**src/rtl/hub75_rx_if.sv**
```systemverilog
// Pixel write stream leaving hub75_rx towards a capture framebuffer.
// master: the decoder driving writes; slave: the framebuffer consuming them.
interface hub75_rx_if #(
  parameter int COLS = 64,
  parameter int ROWS = 32
);
  localparam int COL_W = $clog2(COLS);
  localparam int ROW_W = $clog2(ROWS);

  logic             wr_en;
  logic [ROW_W-1:0] wr_row;
  logic [2:0]       wr_plane;
  logic [COL_W-1:0] wr_col;
  logic [5:0]       wr_data;

  modport master (output wr_en, wr_row, wr_plane, wr_col, wr_data);
  modport slave  (input  wr_en, wr_row, wr_plane, wr_col, wr_data);
endinterface

```
**src/rtl/hub75_rx.sv**
```systemverilog
// Receive-side HUB75 decoder. Resynchronises the panel pins into sys_clk,
// tracks row / bit-plane / column from the shift, latch and row-token
// strobes, and emits one write per shifted pixel plus line/frame events.
// Optional feature macro: HUB75_RX_ONTIME_EN adds the blank-low on-time
// measurement (on_valid / on_cycles / on_plane); without it those outputs
// are tied to zero.
module hub75_rx #(
  parameter int COLS = 64,
  parameter int ROWS = 32,
  parameter int BITS = 6
) (
  input  logic                  sys_clk,
  input  logic                  rst,
  input  logic                  hub_clk,
  input  logic                  hub_lat,
  input  logic                  hub_row_clk,
  input  logic                  hub_row_data,
  input  logic                  hub_blank,
  input  logic [5:0]            hub_rgb,
  input  logic                  err_clr,
  hub75_rx_if.master            wr,
  output logic                  line_done,
  output logic [$clog2(COLS):0] line_len,
  output logic                  frame_start,
  output logic                  locked,
  output logic                  err_col,
  output logic                  err_row,
  output logic                  on_valid,
  output logic [15:0]           on_cycles,
  output logic [2:0]            on_plane
);
  localparam int COL_W = $clog2(COLS);
  localparam int ROW_W = $clog2(ROWS);

  localparam logic [COL_W:0]   COL_END    = (COL_W+1)'(COLS);
  localparam logic [ROW_W-1:0] ROW_LAST   = ROW_W'(ROWS-1);
  localparam logic [2:0]       PLANE_LAST = 3'(BITS-1);

  // Bit positions of each pin inside the synchroniser word.
  localparam int P_CLK    = 0;
  localparam int P_LAT    = 1;
  localparam int P_ROWCLK = 2;
  localparam int P_ROWDAT = 3;
  localparam int P_BLANK  = 4;
  localparam int P_RGB    = 5;

  typedef enum logic {ST_UNLOCKED, ST_LOCKED} state_t;

  logic [10:0] pins, s1, s2, s3;
  logic        rise_clk, rise_lat, rise_rowclk;
  logic        row_data;
  logic [5:0]  rgb;

  state_t           state;
  logic [ROW_W-1:0] row;
  logic [2:0]       plane;
  logic [COL_W:0]   col;

  logic           is_locked, pix_ok, col_ovf, row_wrap;
  logic [COL_W:0] col_pix;

  assign pins = {hub_rgb, hub_blank, hub_row_data, hub_row_clk, hub_lat, hub_clk};

  // Two-flop synchroniser, a history stage, and registered edge strobes.
  always_ff @(posedge sys_clk) begin
    // NOTE: the synchroniser is reset along with everything else, so all
    // pins read low after reset; a pin idling high then shows one rising
    // edge, which the UNLOCKED state ignores unless it is a genuine token.
    if (rst) begin
      s1          <= '0;
      s2          <= '0;
      s3          <= '0;
      rise_clk    <= 1'b0;
      rise_lat    <= 1'b0;
      rise_rowclk <= 1'b0;
    end else begin
      // NOTE: non-blocking assignments let every stage sample the previous
      // stage's old value, which is what makes this a shift chain.
      s1          <= pins;
      s2          <= s1;
      s3          <= s2;
      rise_clk    <= s2[P_CLK]    & ~s3[P_CLK];
      rise_lat    <= s2[P_LAT]    & ~s3[P_LAT];
      rise_rowclk <= s2[P_ROWCLK] & ~s3[P_ROWCLK];
    end
  end

  // Data is taken from the history stage, the same sample that produced the edge.
  assign row_data = s3[P_ROWDAT];
  assign rgb      = s3[P_RGB +: 6];

  assign is_locked = (state == ST_LOCKED);
  assign pix_ok    = is_locked && rise_clk && (col != COL_END);
  assign col_ovf   = is_locked && rise_clk && (col == COL_END);
  assign row_wrap  = is_locked && rise_rowclk && !row_data && (row == ROW_LAST);
  // Column count once this cycle's pixel (if any) has been accepted.
  assign col_pix   = col + (COL_W+1)'(pix_ok);

  // Lock tracking, position counters, write stream, line/frame events and sticky errors.
  always_ff @(posedge sys_clk) begin
    if (rst) begin
      state       <= ST_UNLOCKED;
      row         <= '0;
      plane       <= '0;
      col         <= '0;
      locked      <= 1'b0;
      err_col     <= 1'b0;
      err_row     <= 1'b0;
      wr.wr_en    <= 1'b0;
      wr.wr_row   <= '0;
      wr.wr_plane <= '0;
      wr.wr_col   <= '0;
      wr.wr_data  <= '0;
      line_done   <= 1'b0;
      line_len    <= '0;
      frame_start <= 1'b0;
    end else begin
      wr.wr_en    <= 1'b0;
      line_done   <= 1'b0;
      frame_start <= 1'b0;

      // A fresh error in the same cycle as err_clr keeps the flag set.
      if (col_ovf)      err_col <= 1'b1;
      else if (err_clr) err_col <= 1'b0;
      if (row_wrap)     err_row <= 1'b1;
      else if (err_clr) err_row <= 1'b0;

      case (state)
        ST_UNLOCKED: begin
          if (rise_rowclk && row_data) begin
            state       <= ST_LOCKED;
            locked      <= 1'b1;
            row         <= '0;
            plane       <= '0;
            col         <= '0;
            frame_start <= 1'b1;
          end
        end

        ST_LOCKED: begin
          // The pixel uses the current position and belongs to any line latched now.
          if (pix_ok) begin
            wr.wr_en    <= 1'b1;
            wr.wr_row   <= row;
            wr.wr_plane <= plane;
            wr.wr_col   <= col[COL_W-1:0];
            wr.wr_data  <= rgb;
          end

          if (rise_lat) begin
            line_done <= 1'b1;
            line_len  <= col_pix;
          end

          // Row token beats latch for the position clear.
          if (rise_rowclk) begin
            plane <= '0;
            col   <= '0;
            if (row_data) begin
              row         <= '0;
              frame_start <= 1'b1;
            end else if (row == ROW_LAST) begin
              row <= '0;
            end else begin
              row <= row + ROW_W'(1);
            end
          end else if (rise_lat) begin
            col <= '0;
            if (plane != PLANE_LAST) plane <= plane + 3'd1;
          end else begin
            col <= col_pix;
          end
        end

        default: state <= ST_UNLOCKED;
      endcase
    end
  end

`ifdef HUB75_RX_ONTIME_EN
  logic        fall_blank, rise_blank;
  logic [15:0] on_cnt;

  // Count sys_clk cycles with blank low and report the total when blank rises.
  always_ff @(posedge sys_clk) begin
    if (rst) begin
      fall_blank <= 1'b0;
      rise_blank <= 1'b0;
      on_cnt     <= '0;
      on_valid   <= 1'b0;
      on_cycles  <= '0;
      on_plane   <= '0;
    end else begin
      fall_blank <= ~s2[P_BLANK] &  s3[P_BLANK];
      rise_blank <=  s2[P_BLANK] & ~s3[P_BLANK];
      on_valid   <= 1'b0;
      if (is_locked) begin
        // The falling-edge cycle is itself the first low cycle.
        if (fall_blank)
          on_cnt <= 16'd1;
        else if (!s3[P_BLANK] && on_cnt != 16'hFFFF)
          on_cnt <= on_cnt + 16'd1;
        if (rise_blank) begin
          on_valid  <= 1'b1;
          on_cycles <= on_cnt;
          on_plane  <= plane;
        end
      end
    end
  end
`else
  logic unused_blank;
  assign unused_blank = s3[P_BLANK];
  assign on_valid     = 1'b0;
  assign on_cycles    = '0;
  assign on_plane     = '0;
`endif

endmodule

```
**src/flat_wrapper.sv**
```systemverilog
// flat-port wrapper written by rule: the top's interface ports become plain ports
module hub75_rx_flat 
#(
  parameter int COLS = 64,
  parameter int ROWS = 32,
  parameter int BITS = 6
)
  (sys_clk, rst, hub_clk, hub_lat, hub_row_clk, hub_row_data, hub_blank, hub_rgb, err_clr, line_done, line_len, frame_start, locked, err_col, err_row, on_valid, on_cycles, on_plane, wr_wr_en, wr_wr_row, wr_wr_plane, wr_wr_col, wr_wr_data);
  hub75_rx_if #(.COLS(COLS), .ROWS(ROWS)) wr_i ();
  input  logic sys_clk;
  input  logic rst;
  input  logic hub_clk;
  input  logic hub_lat;
  input  logic hub_row_clk;
  input  logic hub_row_data;
  input  logic hub_blank;
  input  logic [5:0] hub_rgb;
  input  logic err_clr;
  output logic line_done;
  output logic [$clog2(COLS):0] line_len;
  output logic frame_start;
  output logic locked;
  output logic err_col;
  output logic err_row;
  output logic on_valid;
  output logic [15:0] on_cycles;
  output logic [2:0] on_plane;
  output wire logic [$bits(wr_i.wr_en)-1:0] wr_wr_en;
  output wire logic [$bits(wr_i.wr_row)-1:0] wr_wr_row;
  output wire logic [$bits(wr_i.wr_plane)-1:0] wr_wr_plane;
  output wire logic [$bits(wr_i.wr_col)-1:0] wr_wr_col;
  output wire logic [$bits(wr_i.wr_data)-1:0] wr_wr_data;
  assign wr_wr_en = wr_i.wr_en;
  assign wr_wr_row = wr_i.wr_row;
  assign wr_wr_plane = wr_i.wr_plane;
  assign wr_wr_col = wr_i.wr_col;
  assign wr_wr_data = wr_i.wr_data;
  hub75_rx #(.COLS(COLS), .ROWS(ROWS), .BITS(BITS)) u_core (.sys_clk(sys_clk), .rst(rst), .hub_clk(hub_clk), .hub_lat(hub_lat), .hub_row_clk(hub_row_clk), .hub_row_data(hub_row_data), .hub_blank(hub_blank), .hub_rgb(hub_rgb), .err_clr(err_clr), .wr(wr_i), .line_done(line_done), .line_len(line_len), .frame_start(frame_start), .locked(locked), .err_col(err_col), .err_row(err_row), .on_valid(on_valid), .on_cycles(on_cycles), .on_plane(on_plane));
endmodule
```
**config.mk**
```make
export PLATFORM = sky130hd
export DESIGN_NAME = hub75_rx_flat
export DESIGN_NICKNAME = d
export VERILOG_FILES = /design/src/rtl/hub75_rx_if.sv /design/src/rtl/hub75_rx.sv /design/src/flat_wrapper.sv
export SDC_FILE = /design/constraint.sdc
export NUM_CORES = 1
export LEC_CHECK = 0
export ABC_AREA = 1
export ABC_CLOCK_PERIOD_IN_PS = 3250
export BUFFER_PORTS_ARGS = -buffer_cell sky130_fd_sc_hd__buf_2
export CORE_ASPECT_RATIO = 0.7
export CORE_MARGIN = 1.5
export CORE_UTILIZATION = 38
export CTS_BUF_LIST = sky130_fd_sc_hd__clkbuf_8
export DETAILED_ROUTE_END_ITERATION = 10
export SYNTH_ARGS = -nofsm -noshare
export SYNTH_HDL_FRONTEND = slang
export SYNTH_SLANG_ARGS = --single-unit
```
**constraint.sdc**
```tcl
create_clock -name sys_clk -period 3.25 [get_ports sys_clk]
set_clock_uncertainty 0.15 [all_clocks]
set_input_delay 0.65 -clock sys_clk [delete_from_list [all_inputs] [get_ports sys_clk]]
set_output_delay 0.65 -clock sys_clk [all_outputs]
set_load 0.01 [all_outputs]
```
### After elaboration in Yosys (flattened, before gate mapping)

Index checks and enable logic that the tools add are counted.

| operators by class | value |
|---|---|
| bitwise logic cells | 7 |
| $add $sub $neg | 3 |
| equal/unequal tests | 8 |
| muxes and demuxes | 24 |
| reduce and logical (&&, ||, !) cells | 16 |

Operator list:

| operator | count |
|---|---|
| $mux 7 | 3 |
| $mux 5 | 4 |
| $pmux 7 s2 | 1 |
| $mux 3 | 4 |
| $pmux 5 s2 | 1 |
| $mux 1 | 9 |
| $reduce_and 2->1 | 4 |
| $add 7x1->7 | 1 |
| $eq 7x7->1 const B | 1 |
| $logic_and 1x1->1 | 7 |
| $ne 7x7->1 const B | 1 |
| $pmux 3 s2 | 1 |
| $add 5x1->5 const B | 1 |
| $eq 5x5->1 const B | 1 |
| $ne 2x1->1 const B | 2 |
| $not 1->1 | 4 |
| $reduce_bool 2->1 | 2 |
| $add 3x1->3 const B | 1 |
| $and 1x1->1 | 3 |
| $ne 3x1->1 const B | 1 |
| $ne 3x2->1 const B | 1 |
| $ne 3x3->1 const B | 1 |
| $reduce_and 3->1 | 1 |
| $pmux 1 s2 | 1 |
| other kinds (2) | 2 |

| storage, ports and cells | value |
|---|---|
| flip-flop bits (word level) | 85 |
| output and inout port bits | 53 |
| logic and storage cells | 79 |
| bits of input ports | 14 |

### Logic depth before layout (Yosys ltp)

| logic depth | value |
|---|---|
| word-level depth | 6 |
| gate-level depth with buffers | 16 |
| depth with buffers taken out | 14 |

### Worst setup path before layout

Ideal clock, no wire load.

| timing path | value |
|---|---|
| kind | register to register |
| start point | register u_core.col[2] |
| end point | register u_core.line_len[6] |
| required time | 2.985 ns |
| cell stages (with the launch flop) | 16 |
| period minus slack after synthesis | 2.039 ns |
| slack | 1.211 ns |
| arrival | 1.773 ns |
| setup time | 0.115 ns |
| path buffers | 2 |
| path through | dfxtp_1 buf_6 clkinv_2 nand2_1 nor2_2 nand2_1 nand2_1 inv_1 buf_2 ha_1 ha_1 nand3_1 o21bai_1 nand2_1 o21ai_0 inv_1 |

| between the ends | value |
|---|---|
| word-level cells in the longest chain between the ends | 3 |

RTL lines:

| element | line | source |
|---|---|---|
| start, declared | hub75_rx.sv:57 | `logic [COL_W:0] col;` |
| start signal, assigned | hub75_rx.sv:171 | `col <= col_pix;` |
| $ne 7x7->1 | hub75_rx.sv:93 | `assign pix_ok = is_locked && rise_clk && (col != COL_END);` |
| $logic_and 1x1->1 | hub75_rx.sv:93 |  |
| via u_core.pix_ok | hub75_rx.sv:59 | `logic is_locked, pix_ok, col_ovf, row_wrap;` |
| $add 7x1->7 | hub75_rx.sv:97 | `assign col_pix = col + (COL_W+1)'(pix_ok);` |
| end signal, assigned | hub75_rx.sv:152 | `line_len <= col_pix;` |
| end, declared | hub75_rx.sv:23 | `output logic [$clog2(COLS):0] line_len,` |

The timed path passes the listed nets, and every way through them passes these cells.
A chain may end at the register's enable or synchronous reset.

### Final worst setup path

| timing path | value |
|---|---|
| start point | register u_core.state, in the netlist u_core.is_locked |
| end point | register u_core.line_len[6] |

| between the ends | value |
|---|---|
| word-level cells in the longest chain between the ends | 3 |
| elaborated cells between the ends (all ways) | 4 |
| classes of those cells | add/sub: 1; reduce/logical: 3 |

RTL lines:

| element | line | source |
|---|---|---|
| start, declared | hub75_rx.sv:54 | `state_t state;` |
| start signal, assigned | hub75_rx.sv:102 | `state <= ST_UNLOCKED;` |
| start signal, assigned | hub75_rx.sv:131 | `state <= ST_LOCKED;` |
| start signal, assigned | hub75_rx.sv:175 | `default: state <= ST_UNLOCKED;` |
| $logic_and 1x1->1 (2 in series) | hub75_rx.sv:93 |  |
| $add 7x1->7 | hub75_rx.sv:97 |  |

Parallel ways exist; a longest one is shown, timed or not.

==> results.ini <==
[yosys]
ys_ff_latch = 82
synth_top_family_by_area = simple AND/OR/NAND/NOR gates
synth_seq_area_share_pct = 50.3
yosysWarnings = 0
netlist_area_um2 = 3270
synth_xor_area_share_pct = 1.34
synth_compound_area_share_pct = 4.44
synth_fa_ha_area_share_pct = 2.30
synth.area.mux_share_pct = 0
synthCells = 418
synthSimpleGateAreaFrac_pct = 26.8
synth_area_per_cell_um2 = 7.81
post_synth_num_cell_types = 28

[timing]
setup_viol = 0
tightestPinTransition_ns = 0.866
setup_tns_ns = 0
min_period_ns = 2.41
rsz0062_at_grt = no
finalCritPeriodShare_pct = 74.3
drv_slew = 0
slew_headroom_pct = 42.2
hold_violations = 0
worst_slack_ns = 0.835
hold_slack_ns = 0.238
fmax_mhz = 414

[routing]
ant_nets = 0
drt_iter0_markers = 84
routedWlPerCell_um = 10.5
drc = 0
totalWireLength_mm = 6.02
vias_per_cell = 4.26
via_count = 2432
dr.pass1.iters = 4

[hold_path]
hold_depth = 1
min_to = u_core.rise_lat$_SDFF_PP0_
worstHoldStart = u_core.s3[1]$_SDFF_PP0_
hold_class = flop to flop

[critical_path]
cp.required_ns = 3.34
r2r_slack_ns = 0.84
rr_worst_depth = 13
timing.rr.start = u_core.is_locked$_SDFF_PP0_
crit_path_max_fanout = 22
arrival_ns = 2.51
crit_path_end_kind = flop
start_kind = flop
critPathKind = flop to flop
reg2reg_to = u_core.line_len[6]$_SDFFE_PP0P_
critPathLaunch = u_core.is_locked$_SDFF_PP0_

[cts]
cts_root_buf = clkbuf_8
cts_max_path_buffers = 2
cts-resized-gates = 0
cts_sinks = 82
post_cts_buffers = 0
cts_buffers = 9
insertion_delay_ns = 0.34
cts_tree = built
ctsHoldBuffers = 0
h-tree-depth = 3
path_clk_slew_ns = 0.08

[layout]
drive_gt1_share_pct = 16.5
multiInputGateArea_um2 = 1210
nets = 481
regArea_um2 = 1640
finalInstanceArea_um2 = 3690
n_antenna_cell = 0
nFillCells = 874
stdcell_count = 571
postLayoutCoreUtil_pct = 43.9
synthToLayoutAreaGrowth_pct = 13.0

[outcome]
status = completed

[die]
core-area_um2 = 8410
die_area_um2 = 9170
die_y_um = 80.6
start_util_pct = 38.8
rows = 28
die_w_um = 114
io_pins = 67

[global_routing]
grt_pass1_vias = 2110
grt_max_degree = 54
grt_use_total_pct = 13.9
grt_pass1_wl_mm = 9.81
gr-total-overflow = 0
antenna_found_initial = 0

[placed_design]
place_congestion = 0.836
dp_hpwl_mm = 4.19
placed_cells = 555
port_buffers = 45
place_area_um2 = 3470
detailedPlace.worstSlack_ns = 0.816

[power]
p_leak_nw = 1.74
ir_drop_v = 0.000172
total_power_mw = 1.88
power.density_nw_per_um2 = 509

[flow_run]
max_cap_violations = 0

## cells by family after synthesis
| kind of cell | count (synthesis) |
|---|---|
| adders and majority gates | 6 |
| and+or+nand+nor | 200 |
| buffers and inverters | 96 |
| xor gates and xnor gates | 5 |
| other | 1 |
| DFF | 82 |
| AOI/OAI and AO/OA | 28 |
## state kept, by name (all words and copies together), names as in the netlist
register	cells
u_core.is_locked	1
u_core.wr.wr_data	6
u_core.rise_rowclk	1
u_core.locked	1
u_core.wr.wr_col	6
u_core.rise_lat	1
u_core.plane	3
u_core.rise_clk	1
u_core.row	5
u_core.err_row	1
u_core.wr.wr_plane	3
u_core.err_col	1
u_core.s2	10
u_core.frame_start	1
u_core.line_done	1
u_core.wr.wr_row	5
u_core.col	7
u_core.wr.wr_en	1
u_core.line_len	7
u_core.s3	10
u_core.s1	10
## cell usage after synthesis
library cell,count,area (um^2)
nand2_1,63,236
clkbuf_1,7,26.3
clkinv_2,1,5.00
o21ai_1,1,5.00
nor2_2,1,6.26
inv_1,57,214
inv_2,2,7.51
nand3b_1,9,67.6
o21ai_0,11,55.1
nor3_4,1,16.3
xor2_1,3,26.3
nor3_1,4,20.0
conb_1,1,3.75
a31oi_1,1,6.26
buf_4,22,165
xnor2_1,2,17.5
nand3_2,8,80.1
nor2_1,98,368
buf_12,1,20.0
a21oi_1,13,65.1
dfxtp_1,82,1640
o21bai_1,1,7.51
buf_6,2,22.5
nand3_1,15,75.1
buf_2,4,20.0
o22ai_1,1,6.26
nand4_1,1,6.26
ha_1,6,75.1
## metal layers
layer / track usage (%) / share of wire [%] / vias to the layer above
met3: 4.45 / 5.1 / 7
met1: 18.8 / 52 / 1062
li1: - / - / 1311
met4: 5.25 / 1.3 / 0
met5: 0 / 0 / -
met2: 20.7 / 42 / 52
## report_power, final
part           switching (mW)  total [mW]  internal (mW)
registers             0.00501        1.03           1.02
logic                  0.0416      0.0585         0.0168
clock network           0.346       0.795          0.448
total                   0.393        1.88           1.49
## layout make-up
| cell class | count | share of cell area [%] |
|---|---|---|
| clock buffer | 10 | 3.73 |
| clock inverter | 6 | 2.20 |
| inverter | 60 | 6.14 |
| multi-input combinational | 259 | 32.9 |
| sequential | 82 | 44.5 |
| tap | 105 | 3.56 |
| timing repair buffer | 49 | 6.92 |
## worst max-delay path by stage
stage	slack [ns]	depth (start not counted)	endpoint
2_1_floorplan	1.21	15	u_core.line_len[6]$_SDFFE_PP0P_
3_3_place_gp	0.85	13	u_core.line_len[6]$_SDFFE_PP0P_
3_5_place_dp	0.82	13	u_core.line_len[6]$_SDFFE_PP0P_
4_1_cts	0.80	13	u_core.line_len[6]$_SDFFE_PP0P_
5_1_grt	0.56	13	u_core.line_len[6]$_SDFFE_PP0P_
6_report	0.84	13	u_core.line_len[6]$_SDFFE_PP0P_
## critical path: stages (launching register included)
cell and delay [ns]:
dfxtp_1 0.38, nand2_1 0.06, inv_1 0.05, buf_4 0.26, nand2_1 0.15, inv_1 0.07, buf_4 0.23, ha_1 0.23
ha_1 0.24, nand3_1 0.10, o21bai_1 0.13, nand2_1 0.08, o21ai_0 0.15, inv_1 0.05
## placed cells by master (no fill, tap or decap), drive strengths merged
cell / netlist / routed
o21bai: 1 / 1
clkbuf: 7 / 10
xnor2: 2 / 2
conb: 1 / 20
nand2: 63 / 63
inv: 59 / 60
o21ai: 12 / 12
bufinv: 0 / 2
nor3: 5 / 5
clkinvlp: 0 / 1
o22ai: 1 / 1
nand4: 1 / 1
ha: 6 / 6
nand3b: 9 / 9
nor2: 99 / 99
buf: 29 / 49
nand3: 23 / 23
dfxtp: 82 / 82
a31oi: 1 / 1
a21oi: 13 / 13
xor2: 3 / 3
clkinv: 1 / 3
Note: power is estimated with default switching activity, not from simulation.
